$ cat src/rtl/pma_check_pkg.sv
// pma_check_pkg
//   Types and helpers shared by the PMA/PMP check arbiter and its round-robin picker:
//   - access_type_e : access kind presented to the checker
//   - arb_state_e   : arbiter FSM encoding
//   - PMA_ADDR_W    : default physical address width
//   - access_fault(): permission verdict for one access
package pma_check_pkg;

    localparam int PMA_ADDR_W = 32;

    typedef enum logic [1:0] {
        FETCH = 2'd0,
        LOAD  = 2'd1,
        STORE = 2'd2,
        RSVD  = 2'd3
    } access_type_e;

    typedef enum logic [1:0] {
        IDLE  = 2'd0,
        CHECK = 2'd1,
        RESP  = 2'd2
    } arb_state_e;

    // The reserved type faults no matter what the checker reports.
    function automatic logic access_fault(input logic [1:0] acc,
                                          input logic r, input logic w, input logic x);
        logic f;
        case (acc)
            2'd0:    f = ~x;
            2'd1:    f = ~r;
            2'd2:    f = ~w;
            default: f = 1'b1;
        endcase
        return f;
    endfunction

endpackage

$ cat src/rtl/pma_rr_picker.sv
// pma_rr_picker
//   Combinational round-robin selector: picks the first set bit of valid_i at or
//   after ptr_i, wrapping modulo N.
//   Ports:
//     valid_i [N]       request vector
//     ptr_i   [IW]      search start index (must be < N)
//     grant_o [N]       one-hot grant (zero when nothing valid)
//     idx_o   [IW]      index of the granted bit
//     any_o             at least one request valid
module pma_rr_picker #(
    parameter int N  = 3,
    parameter int IW = (N > 1) ? $clog2(N) : 1
) (
    input  logic [N-1:0]  valid_i,
    input  logic [IW-1:0] ptr_i,
    output logic [N-1:0]  grant_o,
    output logic [IW-1:0] idx_o,
    output logic          any_o
);

    logic found;
    int   j;

    always_comb begin
        grant_o = '0;
        idx_o   = '0;
        found   = 1'b0;
        j       = 0;
        for (int k = 0; k < N; k++) begin
            j = int'(ptr_i) + k;
            if (j >= N) j = j - N;
            if (!found && valid_i[j]) begin
                grant_o[j] = 1'b1;
                idx_o      = IW'(j);
                found      = 1'b1;
            end
        end
        any_o = found;
    end

endmodule

$ cat src/rtl/pma_check_arbiter.sv
// pma_check_arbiter
//   Shares one combinational PMA/PMP checker among NUM_REQ requesters. A round-robin
//   winner's address/type/privilege is registered onto chk_*, the checker verdict is
//   captured one cycle later, and a registered fault/cacheable response is returned
//   to the winner over rsp_valid/rsp_ready.
//
//   state | meaning
//   ------+-------------------------------------------------------------
//   IDLE  | waiting for any req_valid; grant issued combinationally
//   CHECK | chk_* driven from latched request; verdict sampled at edge
//   RESP  | rsp_valid[owner] held until rsp_ready[owner]
//
//   Ports:
//     clock, reset (synchronous, active-low)
//     req_valid/req_ready [NUM_REQ], req_addr [NUM_REQ*ADDR_W], req_type/req_priv [NUM_REQ*2]
//     rsp_valid/rsp_ready [NUM_REQ], rsp_fault, rsp_cacheable
//     chk_addr/chk_type/chk_priv to checker; chk_r/chk_w/chk_x/chk_cacheable from checker
//     fault_count [16], fault_addr [ADDR_W] -- only with PMA_CHECK_ARB_FAULT_LOG_EN defined
module pma_check_arbiter
    import pma_check_pkg::*;
#(
    parameter int NUM_REQ = 3,
    parameter int ADDR_W  = PMA_ADDR_W
) (
    input  logic                      clock,
    input  logic                      reset,
    input  logic [NUM_REQ-1:0]        req_valid,
    output logic [NUM_REQ-1:0]        req_ready,
    input  logic [NUM_REQ*ADDR_W-1:0] req_addr,
    input  logic [NUM_REQ*2-1:0]      req_type,
    input  logic [NUM_REQ*2-1:0]      req_priv,
    output logic [NUM_REQ-1:0]        rsp_valid,
    input  logic [NUM_REQ-1:0]        rsp_ready,
    output logic                      rsp_fault,
    output logic                      rsp_cacheable,
    output logic [ADDR_W-1:0]         chk_addr,
    output logic [1:0]                chk_type,
    output logic [1:0]                chk_priv,
    input  logic                      chk_r,
    input  logic                      chk_w,
    input  logic                      chk_x,
    input  logic                      chk_cacheable
`ifdef PMA_CHECK_ARB_FAULT_LOG_EN
    ,
    output logic [15:0]               fault_count,
    output logic [ADDR_W-1:0]         fault_addr
`endif
);

    localparam int IW = $clog2(NUM_REQ);

    arb_state_e        state_q, state_d;
    logic [IW-1:0]     rr_ptr_q, rr_ptr_d;
    logic [IW-1:0]     owner_q, owner_d;
    logic [ADDR_W-1:0] addr_q, addr_d;
    logic [1:0]        acc_type_q, acc_type_d;
    logic [1:0]        priv_q, priv_d;
    logic              fault_q, fault_d;
    logic              cache_q, cache_d;

    logic [NUM_REQ-1:0] pick_oh;
    logic [IW-1:0]      pick_idx;
    logic               pick_any;
    logic               rsp_hs;

    pma_rr_picker #(.N(NUM_REQ), .IW(IW)) u_picker (
        .valid_i (req_valid),
        .ptr_i   (rr_ptr_q),
        .grant_o (pick_oh),
        .idx_o   (pick_idx),
        .any_o   (pick_any)
    );

    assign rsp_hs = (state_q == RESP) && rsp_ready[owner_q];

    always_comb begin
        state_d    = state_q;
        rr_ptr_d   = rr_ptr_q;
        owner_d    = owner_q;
        addr_d     = addr_q;
        acc_type_d = acc_type_q;
        priv_d     = priv_q;
        fault_d    = fault_q;
        cache_d    = cache_q;
        req_ready  = '0;
        case (state_q)
            IDLE: begin
                if (pick_any) begin
                    req_ready  = pick_oh;
                    owner_d    = pick_idx;
                    addr_d     = req_addr[int'(pick_idx)*ADDR_W +: ADDR_W];
                    acc_type_d = req_type[int'(pick_idx)*2 +: 2];
                    priv_d     = req_priv[int'(pick_idx)*2 +: 2];
                    state_d    = CHECK;
                end
            end
            CHECK: begin
                fault_d = access_fault(acc_type_q, chk_r, chk_w, chk_x);
                cache_d = chk_cacheable & ~fault_d;
                state_d = RESP;
            end
            RESP: begin
                if (rsp_hs) begin
                    rr_ptr_d = (owner_q == IW'(NUM_REQ - 1)) ? '0 : owner_q + 1'b1;
                    fault_d  = 1'b0;
                    cache_d  = 1'b0;
                    state_d  = IDLE;
                end
            end
            default: state_d = IDLE;
        endcase
    end

    always_ff @(posedge clock) begin
        if (!reset) begin
            state_q    <= IDLE;
            rr_ptr_q   <= '0;
            owner_q    <= '0;
            addr_q     <= '0;
            acc_type_q <= '0;
            priv_q     <= '0;
            fault_q    <= 1'b0;
            cache_q    <= 1'b0;
        end else begin
            state_q    <= state_d;
            rr_ptr_q   <= rr_ptr_d;
            owner_q    <= owner_d;
            addr_q     <= addr_d;
            acc_type_q <= acc_type_d;
            priv_q     <= priv_d;
            fault_q    <= fault_d;
            cache_q    <= cache_d;
        end
    end

    // Checker sees zeros while idle so stale addresses never leak onto its inputs.
    assign chk_addr      = (state_q == IDLE) ? '0 : addr_q;
    assign chk_type      = (state_q == IDLE) ? '0 : acc_type_q;
    assign chk_priv      = (state_q == IDLE) ? '0 : priv_q;
    assign rsp_valid     = (state_q == RESP) ? (NUM_REQ'(1) << owner_q) : '0;
    assign rsp_fault     = fault_q;
    assign rsp_cacheable = cache_q;

`ifdef PMA_CHECK_ARB_FAULT_LOG_EN
    logic [15:0]       fault_count_q;
    logic [ADDR_W-1:0] fault_addr_q;

    always_ff @(posedge clock) begin
        if (!reset) begin
            fault_count_q <= '0;
            fault_addr_q  <= '0;
        end else if (rsp_hs && fault_q) begin
            if (fault_count_q == 16'd0) fault_addr_q <= addr_q;
            if (fault_count_q != 16'hFFFF) fault_count_q <= fault_count_q + 16'd1;
        end
    end

    assign fault_count = fault_count_q;
    assign fault_addr  = fault_addr_q;
`endif

endmodule

$ cat config.mk
export PLATFORM = sky130hd
export DESIGN_NAME = pma_check_arbiter
export DESIGN_NICKNAME = d
export VERILOG_FILES = /design/src/rtl/pma_check_pkg.sv /design/src/rtl/pma_rr_picker.sv /design/src/rtl/pma_check_arbiter.sv
export SDC_FILE = /design/constraint.sdc
export NUM_CORES = 1
export LEC_CHECK = 0
export BUFFER_PORTS_ARGS = -buffer_cell sky130_fd_sc_hd__clkbuf_2
export CAP_MARGIN = 0
export CORE_UTILIZATION = 40
export CTS_CLUSTER_SIZE = 20
export DETAILED_ROUTE_END_ITERATION = 6
export MAX_ROUTING_LAYER = met4
export PLACE_DENSITY = 0.84
export SLEW_MARGIN = 20
export SYNTH_ARGS = -nofsm -noshare
export SYNTH_HDL_FRONTEND = slang
export SYNTH_SLANG_ARGS = --single-unit
$ cat constraint.sdc
create_clock -name clock -period 3.6 [get_ports clock]
set_input_delay 0.72 -clock clock [delete_from_list [all_inputs] [get_ports clock]]
set_output_delay 0.72 -clock clock [all_outputs]
set_load 0.05 [all_outputs]
==> results_dict.tcl, run 1 <==
set metrics [dict create \
    dpl.hpwl_um 6290 \
    grt_max_degree 100 \
    clockRootBuffer "clkbuf_8" \
    fin_skew_ns 0.00476 \
    hold_viol_final 0 \
    syn_inst 367 \
    antenna_left 0 \
    syn-num-nets 491 \
    clk_path_buf_depth 2 \
    cts.sinks 44 \
    cp.required_ns 2.88 \
    first_pass_iters 4 \
    worst-path-max-fanout 11 \
    synth_edf_count 0 \
    antenna_found_initial 0 \
    viasPerCell 5.44 \
    drive_gt1_share_pct 39.4 \
    hp-class "flop to flop" \
    start_kind "flop" \
    grt_usage_pct 22.1 \
    post_cts_resized 0 \
    synth-seq-area-share_pct 29.3 \
    core-area_um2 7250 \
    synthToLayoutAreaGrowth_pct 30.6 \
    stdcell_area_um2 3920 \
    arrival_ns 2.69 \
    placed_area_um2 3830 \
    slowest_stage "ha_1" \
    avgSynthCellArea_um2 8.19 \
    tightest_slew_ns 0.911 \
    instances_no_fill 606 \
    cpLargestDelayFamily "compound AO/OA/AOI/OAI gates" \
    slowest_delay_ns 0.52 \
    grt_pass1_vias 2961 \
    run_status "completed" \
    vdd_drop_max_v 0.000160 \
    rsz0062_at_grt "no" \
    slew_viol_final 0 \
    htree_levels 2 \
    leakage_nw 1.75 \
    synth_ff_type "dfxtp_1" \
    grt_pass1_wl_um 13200 \
    num_antenna_cells 0 \
    slew_headroom_pct 39.3 \
    fmax_ghz 0.293 \
    post-route-min-period_ns 3.41 \
    yosys.cell_types.count 47 \
    drc 0 \
    ys_async_sr_fraction_pct 0 \
    start_util_pct 41.4 \
    crit_chain "inv_1, ha_1, nor2b_1, o2bb2ai_1, o221a_2, a22oi_1, a211oi_2, clkbuf_2" \
    die_y_um 88.7 \
    rows 31 \
    gp_congestion 0.861 \
    placedCellCount 598 \
    cts_setup_buffers 0 \
    cts.clk_slew.worst_paths_ns 0.09 \
    end_kind "output pin" \
    fin_crit_sh_pct 94.7 \
    powerDensity_nw_per_um2 413 \
    cap_violations 0 \
    finalSetupTns_ns 0 \
    grt_overflow_total 0 \
    ios 164 \
    final_nets 630 \
    avgRoutedWirePerCell_um 14.3 \
    clock_latency_ns 0.29 \
    synth_seq_cells 44 \
    vias 3297 \
    path_buf_inv 2 \
    dieArea_um2 7860 \
    path_class "flop to output pin" \
    drt_wl_total_um 8640 \
    netlist_area_um2 3000 \
    cts_made_buffers 5 \
    ys_warn_count 0 \
    setup_viol 0 \
    cts_tree "yes" \
    dieWidth_um 88.7 \
    drt_first_iter_violations 113 \
    cts_hold_buf 0 \
    n_fill_cell 714 \
    port_buffers 163 \
]
[cells by family (layout without fill, tap and decap cells)]
group / after synthesis / count (layout) / synth area share [%]
and+or+nand+nor: 193 / 193 / 36.5
AOI/OAI and AO/OA: 57 / 57 / 15.0
DFF: 44 / 44 / 29.3
buffers and inverters: 42 / 182 / 7.33
muxes: 27 / 27 / 10.2
adders and majority gates: 4 / 4 / 1.67
[cells in the mapped netlist (2+ instances only)]
cell type  instances  area share, %
a21boi_0           2           0.50
ha_1               4            1.7
nand2b_1           4           0.83
nor2b_1           46            9.6
nand3_1           72             12
mux2_1            13            4.9
buf_2              2           0.33
and2_1             2           0.42
a221oi_1           2           0.58
o21ai_0           18            3.0
nor2_2             3           0.62
buf_6              4            1.5
dfxtp_1           44             29
nand2_1           10            1.2
nor3b_1            2           0.50
a21oi_1            3           0.50
nand4_1           40            8.3
nor2_1             7           0.87
a31oi_1            2           0.42
a221o_1           15            5.0
nor3_1             2           0.33
o2bb2ai_1          2           0.58
mux2i_1            6            2.0
mux2_2             7            2.6
inv_1              3           0.37
buf_4              8            2.0
clkbuf_1          24            3.0
[final timing paths]
check                                               from  slack [ns]  cells past startpoint                 endpoint
worst max-delay path            rr_ptr_q[0]$_SDFFE_PN0P_        0.19                      8             req_ready[1]
worst min-delay path             addr_q[25]$_SDFFE_PN0P_        0.49                      2  addr_q[25]$_SDFFE_PN0P_
worst max register to register  rr_ptr_q[0]$_SDFFE_PN0P_        0.74                      8  addr_q[19]$_SDFFE_PN0P_
worst min register to register   addr_q[25]$_SDFFE_PN0P_        0.49                      2  addr_q[25]$_SDFFE_PN0P_
[where the power goes]
part | switching, W | leakage [nW] | total (W) | internal (W)
Clock | 0.000166 | 0.0455 | 0.000323 | 0.000157
Combinational | 0.000461 | 1.35 | 0.000696 | 0.000234
Sequential | 0.0000390 | 0.363 | 0.000603 | 0.000564
[stage by stage]
| step | total power (W) | hold slack, ns | setup slack, ns | util (%) |
|---|---|---|---|---|
| 2_1_floorplan | 0.00112 | 0.452 | 0.240 | - |
| 3_3_place_gp | 0.00129 | 0.465 | 0.677 | 52.8 |
| 3_5_place_dp | 0.00131 | 0.466 | 0.536 | 52.8 |
| 4_1_cts | 0.00163 | 0.484 | 0.197 | 54.1 |
| 5_1_grt | 0.00171 | 0.501 | 0.0309 | 54.1 |
| 6_report | 0.00162 | 0.488 | 0.190 | 54.1 |
[metal layers]
| metal | part of all wire, % | track usage (%) | wire length (um) | vias up |
|---|---|---|---|---|
| met1 | 45 | 26.3 | 3860 | 1506 |
| met4 | 1.2 | 5.57 | 102 | 0 |
| met5 | 0 | - | 0 | - |
| met3 | 5.4 | 3.64 | 464 | 8 |
| li1 | - | - | - | 1645 |
| met2 | 49 | 38.5 | 4220 | 138 |
[flip-flops by register name, summed over array words and instances, names as in the netlist]
name and flops:
acc_type_q 2, addr_q 32, owner_q 2, rsp_cacheable 1, state_q 2, rsp_fault 1, rr_ptr_q 2, priv_q 2
[area by class of cell]
type,count,area [um2],area share [%]
Inverter,3,11.3,0.287
Sequential cell,44,881,22.5
Tap cell,99,124,3.16
Timing Repair Buffer,171,876,22.3
Clock buffer,8,90.1,2.30
Multi-Input combinational cell,281,1940,49.5
[layout by cell type, fill, tap and decap left out, drive strengths merged, types with 7 or more instances in the layout]
master,instances
mux2i,7
nand3,72
nand4,40
a221o,15
o21ai,18
mux2,20
clkbuf,170
nor2b,46
nand2,10
nor2,10
buf,9
dfxtp,44
[worst reg2reg max path, delay by kind of cell, from the launching register on]
kind,cells,cell delay (ns)
buffers and inverters,2,0.48
DFF,1,0.38
adders and majority gates,1,0.52
AOI/OAI and AO/OA,4,0.99
muxes,1,0.38
No activity file was read; power rests on OpenSTA's default activity.
==> run 2, diff against run 1 <==
--- a/config.mk
+++ b/config.mk
@@ -12,6 +12,7 @@
 export DETAILED_ROUTE_END_ITERATION = 6
 export MAX_ROUTING_LAYER = met4
 export PLACE_DENSITY = 0.84
+export RECOVER_POWER = 100
 export SLEW_MARGIN = 20
 export SYNTH_ARGS = -nofsm -noshare
 export SYNTH_HDL_FRONTEND = slang
==> run 2 against run 1 <==
Net effect: the flow now finishes with violations (max-capacitance violations, max-slew violations); final area fell by 1.1%; via count is 0.15% higher; utilization shrank 0.57 points; cell count unchanged; hold slack about the same; total power is 0.69% lower; sequential cell count unchanged; clock power about the same; sequential power is essentially flat; global-route usage unchanged; largest cell class unchanged.
==> results_dict.tcl, run 2 (synthesized netlist as in run 1, its figures left out) <==
set metrics [dict create \
    dpl.hpwl_um 6290 \
    drive_gt1_share_pct 35.5 \
    drt_first_iter_violations 102 \
    fin_crit_sh_pct 94.6 \
    rrSetupSlack_ns 0.46 \
    slew_viol_final 100 \
    drc 0 \
    clock_latency_ns 0.29 \
    drt_wl_total_um 8650 \
    endpoint "req_ready[1]" \
    rsz0062_at_grt "no" \
    grt_usage_pct 22.1 \
    instances_no_fill 606 \
    arrival_ns 2.69 \
    core-area_um2 7250 \
    n_fill_cell 725 \
    place_ws_ns 0.536 \
    top_register "addr_q" \
    post_cts_resized 0 \
    worst_r2r_endpoint "addr_q[19]$_SDFFE_PN0P_" \
    setup_viol 0 \
    final_nets 630 \
    cp.required_ns 2.88 \
    start_util_pct 41.4 \
    layout_setup_ws_ns 0.195 \
    cts_tree "yes" \
    holdWs_ns 0.488 \
    path_buf_inv 2 \
    grt_max_degree 100 \
    grt_pass1_wl_um 13200 \
    failed_checks "max-capacitance violations, max-slew violations" \
    grt_overflow_total 0 \
    cts_setup_buffers 0 \
    crit_chain "inv_1, ha_1, nor2b_1, o2bb2ai_1, o221a_2, a22oi_1, a211oi_2, clkbuf_2" \
    antenna_found_initial 0 \
    placedCellCount 598 \
    reg2reg_depth 8 \
    cts.sinks 44 \
    worst-path-max-fanout 11 \
    tightest_slew_ns 1.76 \
    critPathLaunch "rr_ptr_q[0]$_SDFFE_PN0P_" \
    fmax_ghz 0.294 \
    antenna_left 0 \
    crit_cells 8 \
    port_buffers 163 \
    timing.rr.start "rr_ptr_q[0]$_SDFFE_PN0P_" \
    end_kind "output pin" \
    synthToLayoutAreaGrowth_pct 29.2 \
    hp-class "flop to flop" \
    path_class "flop to output pin" \
    die_y_um 88.7 \
    cts.clk_slew.worst_paths_ns 0.09 \
    dieArea_um2 7860 \
    slew_headroom_pct -17.2 \
    post-route-min-period_ns 3.41 \
    leakage_nw 1.69 \
    avgRoutedWirePerCell_um 14.3 \
    cap_violations 1 \
    rows 31 \
    cpLargestDelayFamily "compound AO/OA/AOI/OAI gates" \
    viasPerCell 5.45 \
    vdd_drop_max_v 0.000160 \
    clockRootBuffer "clkbuf_8" \
    final_cell_mix "clkbuf_2, nand3_1, nor2b_1" \
    vias 3302 \
    hold_viol_final 0 \
    gp_congestion 0.861 \
    slowest_delay_ns 0.51 \
    final_common_cell "clkbuf_2" \
    grt_pass1_vias 2961 \
    ios 164 \
    fin_skew_ns 0.00536 \
    cts_hold_buf 0 \
    slowest_stage "ha_1" \
    start_kind "flop" \
    finalSetupTns_ns 0 \
    largest_reg_flops 32 \
    num_antenna_cells 0 \
    powerDensity_nw_per_um2 415 \
    dieWidth_um 88.7 \
    first_pass_iters 4 \
    clk_path_buf_depth 2 \
    cts_made_buffers 5 \
    run_status "finished, violations left" \
    htree_levels 2 \
]
run 2: cell types whose count changed in the layout (fill, tap and decap cells not counted):
cell / change
clkbuf_2: -14
buf_4: -4
nor2_4: -1
buf_2: -1
clkbuf_1: +19
nor2_1: +1
run 2: per-stage QoR:
step	util [%]	total power (W)	cell area, um2
after floorplan	-	0.00112	3010
after global placement	52.8	0.00129	3830
after detailed placement	52.8	0.00131	3830
after CTS	54.1	0.00163	3920
after global routing	53.5	0.00170	3880
final	53.5	0.00161	3880
run 2: final cells by class:
cell class | count | area (um2) | area share (%)
Tap cell | 99 | 124 | 3.19
Multi-Input combinational cell | 281 | 1930 | 49.8
Clock buffer | 8 | 90.1 | 2.32
Timing Repair Buffer | 171 | 842 | 21.7
Sequential cell | 44 | 881 | 22.7
Inverter | 3 | 11.3 | 0.290
run 2: per-layer routing:
metal	part of all wire (%)	GRT usage [%]	wire length (um)
met1	44	26.3	3770
met2	49	38.5	4260
met3	6.0	3.64	515
met4	1.2	5.57	101
met5	0	-	0
run 2: worst min-delay path by stage:
stage | endpoint | depth (start not counted) | from
after global routing | addr_q[9]$_SDFFE_PN0P_ | 2 | addr_q[9]$_SDFFE_PN0P_
after global placement | addr_q[27]$_SDFFE_PN0P_ | 2 | addr_q[27]$_SDFFE_PN0P_
after floorplan | addr_q[0]$_SDFFE_PN0P_ | 2 | addr_q[0]$_SDFFE_PN0P_
final | addr_q[18]$_SDFFE_PN0P_ | 2 | addr_q[18]$_SDFFE_PN0P_
after detailed placement | addr_q[9]$_SDFFE_PN0P_ | 2 | addr_q[9]$_SDFFE_PN0P_
after CTS | addr_q[9]$_SDFFE_PN0P_ | 2 | addr_q[9]$_SDFFE_PN0P_
run 2: where the power goes:
part | internal (W) | leakage (nW) | switching [W]
Combinational | 0.000224 | 1.28 | 0.000461
Sequential | 0.000564 | 0.363 | 0.0000378
Clock | 0.000157 | 0.0455 | 0.000166
run 2: worst reg2reg max path, cell delays in order (launching register included):
cell      delay, ns
dfxtp_1        0.38
inv_1          0.08
ha_1           0.52
mux2i_1        0.38
o22ai_2        0.20
o31ai_4        0.33
clkbuf_2       0.62
o21ai_0        0.23
a221o_1        0.29
